### src/rtl/fetch_sequencer.sv
// Fetch-stage control FSM: arbitrates halt, taken branches and pipeline stalls,
// drives fetch-unit redirect/stall controls and flush bubbles after redirects.
module fetch_sequencer #(
    parameter int unsigned ADDR_W       = 16,
    parameter int unsigned FLUSH_CYCLES = 2,
    parameter int unsigned STALL_LIMIT  = 255
) (
    input  logic              clk,
    input  logic              reset,
    input  logic              branch_req,
    input  logic              branch_taken,
    input  logic [ADDR_W-1:0] branch_target,
    input  logic              load_use_hazard,
    input  logic              mem_busy,
    input  logic              halt_req,
    input  logic              resume,
    output logic              pc_mux_sel,
    output logic [ADDR_W-1:0] jmp_loc,
    output logic              stall,
    output logic              stall_pm,
    output logic              flush,
    output logic              halted,
    output logic              stall_timeout
);

    typedef enum logic [2:0] {
        RUN,
        STALL,
        JUMP,
        FLUSH,
        HALT
    } state_t;

    localparam logic [2:0] FLUSH_RELOAD = 3'(FLUSH_CYCLES - 1);
    localparam logic [7:0] LIMIT        = 8'(STALL_LIMIT);

    state_t            state;
    state_t            nxt;
    logic              pend_valid;
    logic [ADDR_W-1:0] pend_target;
    logic [2:0]        flush_left;
    logic [7:0]        stall_cnt;
    logic [7:0]        stall_cnt_nxt;
    logic              take_live;
    logic              stall_cond;
    logic              redirect;
    logic [ADDR_W-1:0] redirect_target;

    always_comb begin
        take_live       = branch_req & branch_taken;
        stall_cond      = load_use_hazard | mem_busy;
        redirect        = (take_live | pend_valid) & ~mem_busy;
        redirect_target = take_live ? branch_target : pend_target;
    end

    // HALT is only left through resume; redirects wait until the cycle after exit.
    always_comb begin
        nxt = state;
        if (state == HALT) begin
            nxt = (resume && !halt_req) ? RUN : HALT;
        end else if (halt_req) begin
            nxt = HALT;
        end else if (redirect) begin
            nxt = JUMP;
        end else begin
            unique case (state)
                RUN:     nxt = stall_cond ? STALL : RUN;
                STALL:   nxt = stall_cond ? STALL : RUN;
                JUMP: begin
                    if (FLUSH_CYCLES > 1)
                        nxt = FLUSH;
                    else
                        nxt = stall_cond ? STALL : RUN;
                end
                FLUSH: begin
                    if (stall_cond)
                        nxt = STALL;
                    else if (flush_left <= 3'd1)
                        nxt = RUN;
                    else
                        nxt = FLUSH;
                end
                default: nxt = RUN;
            endcase
        end
    end

    always_comb begin
        stall_cnt_nxt = 8'd1;
        if (state == STALL)
            stall_cnt_nxt = (stall_cnt >= LIMIT) ? LIMIT : stall_cnt + 8'd1;
    end

    always_ff @(posedge clk) begin
        if (reset) begin
            state         <= RUN;
            pend_valid    <= 1'b0;
            pend_target   <= '0;
            flush_left    <= '0;
            stall_cnt     <= '0;
            pc_mux_sel    <= 1'b0;
            jmp_loc       <= '0;
            stall         <= 1'b0;
            stall_pm      <= 1'b0;
            flush         <= 1'b0;
            halted        <= 1'b0;
            stall_timeout <= 1'b0;
        end else begin
            state      <= nxt;
            pc_mux_sel <= (nxt == JUMP);
            flush      <= (nxt == JUMP) || (nxt == FLUSH);
            stall      <= (nxt == STALL) || (nxt == HALT);
            stall_pm   <= (nxt == STALL) || (nxt == HALT);
            halted     <= (nxt == HALT);

            // A taken branch not consumed by JUMP this cycle is parked; newest wins.
            if (nxt == JUMP) begin
                pend_valid <= 1'b0;
                jmp_loc    <= redirect_target;
                flush_left <= FLUSH_RELOAD;
            end else begin
                if (take_live) begin
                    pend_valid  <= 1'b1;
                    pend_target <= branch_target;
                end
                if (state == FLUSH && nxt == FLUSH)
                    flush_left <= flush_left - 3'd1;
            end

            if (nxt == STALL) begin
                stall_cnt <= stall_cnt_nxt;
                if (stall_cnt_nxt >= LIMIT)
                    stall_timeout <= 1'b1;
            end else begin
                stall_cnt <= '0;
            end
        end
    end

endmodule
### config.mk
export PLATFORM = sky130hd
export DESIGN_NAME = fetch_sequencer
export DESIGN_NICKNAME = d
export VERILOG_FILES = /design/src/rtl/fetch_sequencer.sv
export SDC_FILE = /design/constraint.sdc
export NUM_CORES = 1
export LEC_CHECK = 0
export BUFFER_PORTS_ARGS = -buffer_cell sky130_fd_sc_hd__buf_2
export CORE_MARGIN = 4
export CORE_UTILIZATION = 48
export CTS_BUF_LIST = sky130_fd_sc_hd__clkbuf_4
export CTS_CLUSTER_DIAMETER = 100
export DETAILED_ROUTE_END_ITERATION = 16
export PLACE_DENSITY_LB_ADDON = 0.1
export SYNTH_ARGS = -nofsm -noshare
export SYNTH_HDL_FRONTEND = slang
export SYNTH_SLANG_ARGS = --single-unit
### constraint.sdc
create_clock -name clk -period 2.4 [get_ports clk]
set_input_delay 0.12 -clock clk [delete_from_list [all_inputs] [get_ports clk]]
set_output_delay 0.12 -clock clk [all_outputs]
set_load 0.02 [all_outputs]
==> flow_results.xml <==
<?xml version="1.0" encoding="UTF-8"?>
<metrics>
  <group name="outcome">
    <metric name="status" unit="">complete, no violations</metric>
  </group>
  <group name="floorplan">
    <metric name="ios" unit="">46</metric>
    <metric name="chip_width" unit="um">76.7</metric>
    <metric name="placement_rows" unit="">24</metric>
    <metric name="start_util" unit="">0.507</metric>
    <metric name="die-height" unit="um">76.7</metric>
    <metric name="floorplan.die_area" unit="um2">5890</metric>
    <metric name="core_box_area" unit="um2">4470</metric>
  </group>
  <group name="layout">
    <metric name="layout-drive-gt1-share" unit="">0.206</metric>
    <metric name="design.final.nets" unit="">338</metric>
    <metric name="antenna-diode-count" unit="">0</metric>
    <metric name="multi_input_comb_area" unit="um2">1070</metric>
    <metric name="fin_area" unit="um2">2720</metric>
    <metric name="area_delta_synth_final" unit="%">20.1</metric>
    <metric name="area.sequential" unit="um2">1040</metric>
    <metric name="final.fill_count" unit="">401</metric>
    <metric name="layout.core_utilization" unit="">0.609</metric>
  </group>
  <group name="placed_design">
    <metric name="port_buffers" unit="">45</metric>
    <metric name="place_congestion" unit="">0.761</metric>
    <metric name="dp_hpwl" unit="um">3520</metric>
    <metric name="dpl_cell_area" unit="um2">2490</metric>
  </group>
  <group name="logic_synthesis">
    <metric name="synth_area_in_compound_gates" unit="">0.221</metric>
    <metric name="synth.largest_area_cell" unit="">sky130_fd_sc_hd__dfxtp_1</metric>
    <metric name="postSynthNetCount" unit="">280</metric>
    <metric name="synth.cell_area" unit="um2">2270</metric>
    <metric name="yosysMostFrequentCell" unit="">sky130_fd_sc_hd__dfxtp_1</metric>
    <metric name="synth.mux.area_fraction" unit="">0.0706</metric>
    <metric name="synth_enable_flop_cells" unit="">0</metric>
    <metric name="synth_xor_xnor_area_share" unit="">0.0116</metric>
    <metric name="asyncSetResetFlopFracSynth" unit="">0</metric>
    <metric name="ys_types" unit="">45</metric>
    <metric name="synth_top_family_by_area" unit="">compound AO/OA/AOI/OAI gates</metric>
    <metric name="post_synth_inst_count" unit="">253</metric>
    <metric name="post_synth_and_or_nand_nor_area_fraction" unit="">0.152</metric>
    <metric name="syn-mean-instance-area" unit="um2">8.96</metric>
    <metric name="synth_register_bits" unit="">52</metric>
    <metric name="synth-seq-area-share" unit="">0.459</metric>
    <metric name="synth_top_flop_cell" unit="">sky130_fd_sc_hd__dfxtp_1</metric>
    <metric name="synth_top_area_share" unit="">0.459</metric>
    <metric name="ranking_of_synthesized_cells_by_area" unit="">sky130_fd_sc_hd__dfxtp_1, sky130_fd_sc_hd__a21oi_1, sky130_fd_sc_hd__mux2i_1</metric>
    <metric name="commonest_cells_in_the_netlist" unit="">sky130_fd_sc_hd__dfxtp_1, sky130_fd_sc_hd__a21oi_1, sky130_fd_sc_hd__nand2_1, sky130_fd_sc_hd__mux2i_1, sky130_fd_sc_hd__a211oi_1</metric>
    <metric name="synth_adder_area_share" unit="">0.0166</metric>
    <metric name="ys_warn_count" unit="">0</metric>
  </group>
  <group name="timing">
    <metric name="min_tclk_post_route" unit="ps">2070</metric>
    <metric name="worstMarginPinSlew" unit="ps">589</metric>
    <metric name="fin_crit_sh" unit="">0.861</metric>
    <metric name="report.final.setup_viol" unit="">0</metric>
    <metric name="report.final.slew_viol_count" unit="">0</metric>
    <metric name="slew-limit-headroom" unit="">0.607</metric>
    <metric name="timing.hold.ws" unit="ps">127</metric>
    <metric name="timing.fmax" unit="MHz">484</metric>
    <metric name="finalHoldViolCount" unit="">0</metric>
    <metric name="grt_setup_unrepaired" unit="">false</metric>
    <metric name="tns" unit="ps">0</metric>
    <metric name="final.setup_skew" unit="ps">11.9</metric>
  </group>
  <group name="clock_network">
    <metric name="cts_sinks" unit="">52</metric>
    <metric name="cts-buffers-inserted" unit="">5</metric>
    <metric name="cts_root_buffer" unit="">sky130_fd_sc_hd__clkbuf_4</metric>
    <metric name="max_clock_buf_depth" unit="">2</metric>
    <metric name="clock_edge_transition_at_the_registers_on_the_reported_setup_and_hold_paths" unit="ps">130</metric>
    <metric name="postCtsSetupBuffers" unit="">0</metric>
    <metric name="htreeDepth" unit="">2</metric>
    <metric name="clkLatencyLatePin" unit="ps">360</metric>
    <metric name="cts_tree" unit="">yes</metric>
  </group>
  <group name="setup_path">
    <metric name="criticalPathCategory" unit="">flop to flop</metric>
    <metric name="crit_path_cell_trace" unit="">inv_1 &gt; ha_1 &gt; o21ba_2 &gt; o2111ai_1 &gt; a211oi_4 &gt; buf_4 &gt; a21boi_0 &gt; o31ai_1</metric>
    <metric name="critical_path.slowest_cell" unit="">sky130_fd_sc_hd__dfxtp_1</metric>
    <metric name="total_buffers_and_inverters_traversed_by_the_critical_path" unit="">2</metric>
    <metric name="cp_startpoint_kind" unit="">flop</metric>
    <metric name="end_kind" unit="">flop</metric>
    <metric name="cp_data_arrival_time" unit="ps">2320</metric>
    <metric name="timing.critical_path.slowest_cell_delay" unit="ps">360</metric>
    <metric name="worst_path_required_time" unit="ps">2650</metric>
    <metric name="worstPathMaxFanout" unit="">7</metric>
    <metric name="timing.critical_path.max_delay_family" unit="">compound AO/OA/AOI/OAI gates</metric>
  </group>
  <group name="power_and_ir_drop">
    <metric name="p_int" unit="W">0.00121</metric>
    <metric name="finalPower" unit="W">0.00162</metric>
    <metric name="pwr_density_cell" unit="nW/um2">594</metric>
    <metric name="switching_share" unit="">0.252</metric>
    <metric name="power.share.combinational" unit="">0.146</metric>
    <metric name="p_leak" unit="nW">1.14</metric>
    <metric name="power_frac_clock" unit="">0.286</metric>
    <metric name="net-switching-power" unit="W">0.000408</metric>
    <metric name="proportion_of_power_drawn_by_flip_flops_and_latches" unit="">0.568</metric>
    <metric name="power.ir.vdd_worst" unit="V">0.000331</metric>
  </group>
  <group name="detailed_routing">
    <metric name="avgRoutedWirePerCell" unit="um">14.0</metric>
    <metric name="avg_vias_per_cell" unit="">5.39</metric>
    <metric name="vias" unit="">1950</metric>
    <metric name="drt-total-wl" unit="um">5060</metric>
    <metric name="antenna_left" unit="">0</metric>
    <metric name="drt_pass1_iterations" unit="">4</metric>
    <metric name="route.detailed.drc" unit="">0</metric>
    <metric name="drt_first_iter_violations" unit="">111</metric>
  </group>
  <group name="global_routing">
    <metric name="track_usage" unit="">0.176</metric>
    <metric name="via_count_of_the_first_global_routing_pass" unit="">1890</metric>
    <metric name="largest_net_degree_at_the_start_of_global_routing" unit="">39</metric>
    <metric name="antenna_violations_before_repair" unit="">0</metric>
    <metric name="grt_overflow_total" unit="">0</metric>
    <metric name="grt_pass1_wl" unit="um">8610</metric>
  </group>
  <group name="job">
    <metric name="cap_violations" unit="">0</metric>
  </group>
  <group name="worst_hold_path">
    <metric name="hp-class" unit="">primary input to flop</metric>
  </group>
</metrics>
worst register-to-register path, cell delays in order, from the launching register on:
cell                        delay (ps)
sky130_fd_sc_hd__dfxtp_1           360
sky130_fd_sc_hd__inv_1              70
sky130_fd_sc_hd__ha_1              170
sky130_fd_sc_hd__o21ba_2           250
sky130_fd_sc_hd__o2111ai_1         160
sky130_fd_sc_hd__a211oi_4          370
sky130_fd_sc_hd__buf_4             220
sky130_fd_sc_hd__a21boi_0          280
sky130_fd_sc_hd__o31ai_1            90
flip-flops by register name (all words and copies together), names as in the netlist:
register and count:
pend_valid 1, stall_cnt 8, flush 1, flush_left 3, jmp_loc 16, pc_mux_sel 1
halted 1, pend_target 16, stall_timeout 1, state 3, stall_pm 1
per-layer routing:
layer	vias to the layer above	GRT usage	routed length, um
met1	880	0.229	2420
li1	1015	-	-
met2	49	0.284	2290
met4	0	0.0525	59
met5	-	0	0
met3	6	0.0480	284
placed cells by master, fill, tap and decap left out, drive strengths merged:
cell         netlist  layout
and2               3       3
xnor2              2       2
a21boi             2       2
a31oi              4       4
nand3              5       5
o31ai              1       1
a21oi             39      39
a41oi              1       1
o32a               1       1
o21ba              1       1
o21ai              2       2
nor3b              4       4
buf               10      52
mux2i             16      16
o22ai              1       1
a211oi            17      17
or3                2       2
inv               11      11
and4               1       1
dlygate4sd3        0      16
o211ai             1       1
a22o               1       1
o21a               2       2
and3               3       3
a31o               1       1
a311o              1       1
ha                 3       3
nand2             37      37
o2111ai            1       1
nor3               4       4
dfxtp             52      52
nor2              10      10
a311oi             1       1
bufinv             0       1
or2                1       1
nand4b             1       1
nand4              3       3
clkbuf             7       5
xor2               1       1
cells by family after synthesis:
logic type,after synthesis
buffers and inverters,28
multiplexers,16
flip-flops,52
AO/OA/AOI/OAI,77
XOR/XNOR,3
adder cells (fa/ha/maj),3
AND/OR/NAND/NOR,74
final timing paths:
check,slack [ps],endpoint,startpoint,cells after the start
worst max-delay path,330,flush_left[1],flush_left[1],8
worst min-delay path,130,state[2],halt_req,3
worst max register to register,330,flush_left[1],flush_left[1],8
worst min register to register,470,pend_target[9],pend_target[9],2
power by group through the flow:
| stage | clock network [W] | registers [W] | logic (W) |
|---|---|---|---|
| after floorplan | 0 | 0.000955 | 0.000132 |
| after global placement | 0 | 0.000937 | 0.000216 |
| after detailed placement | 0 | 0.000938 | 0.000218 |
| after CTS | 0.000477 | 0.000919 | 0.000238 |
| after global routing | 0.000511 | 0.000924 | 0.000261 |
| final | 0.000462 | 0.000919 | 0.000236 |
area by class of cell:
cell class | instances | share of cell area
multi-input cells | 173 | 0.393
well taps | 52 | 0.0239
flip-flops and latches | 52 | 0.382
repair buffers | 68 | 0.161
inverters | 11 | 0.0152
clock inverters | 1 | 0.0110
clock buffers | 5 | 0.0138
through the flow:
step | cells | worst slack, ps
4_1_cts | 362 | 334
5_1_grt | 362 | 151
3_3_place_gp | 340 | 448
2_1_floorplan | 253 | 501
3_5_place_dp | 340 | 354
6_report | 362 | 334
timing repair:
item | CTS | global route
endpoints found under the hold margin | 16 | 0
hold buffers | 16 | 0
resized for setup | 0 | 0
endpoints found under the setup margin | 0 | 0
(Power assumes the default switching activity.)
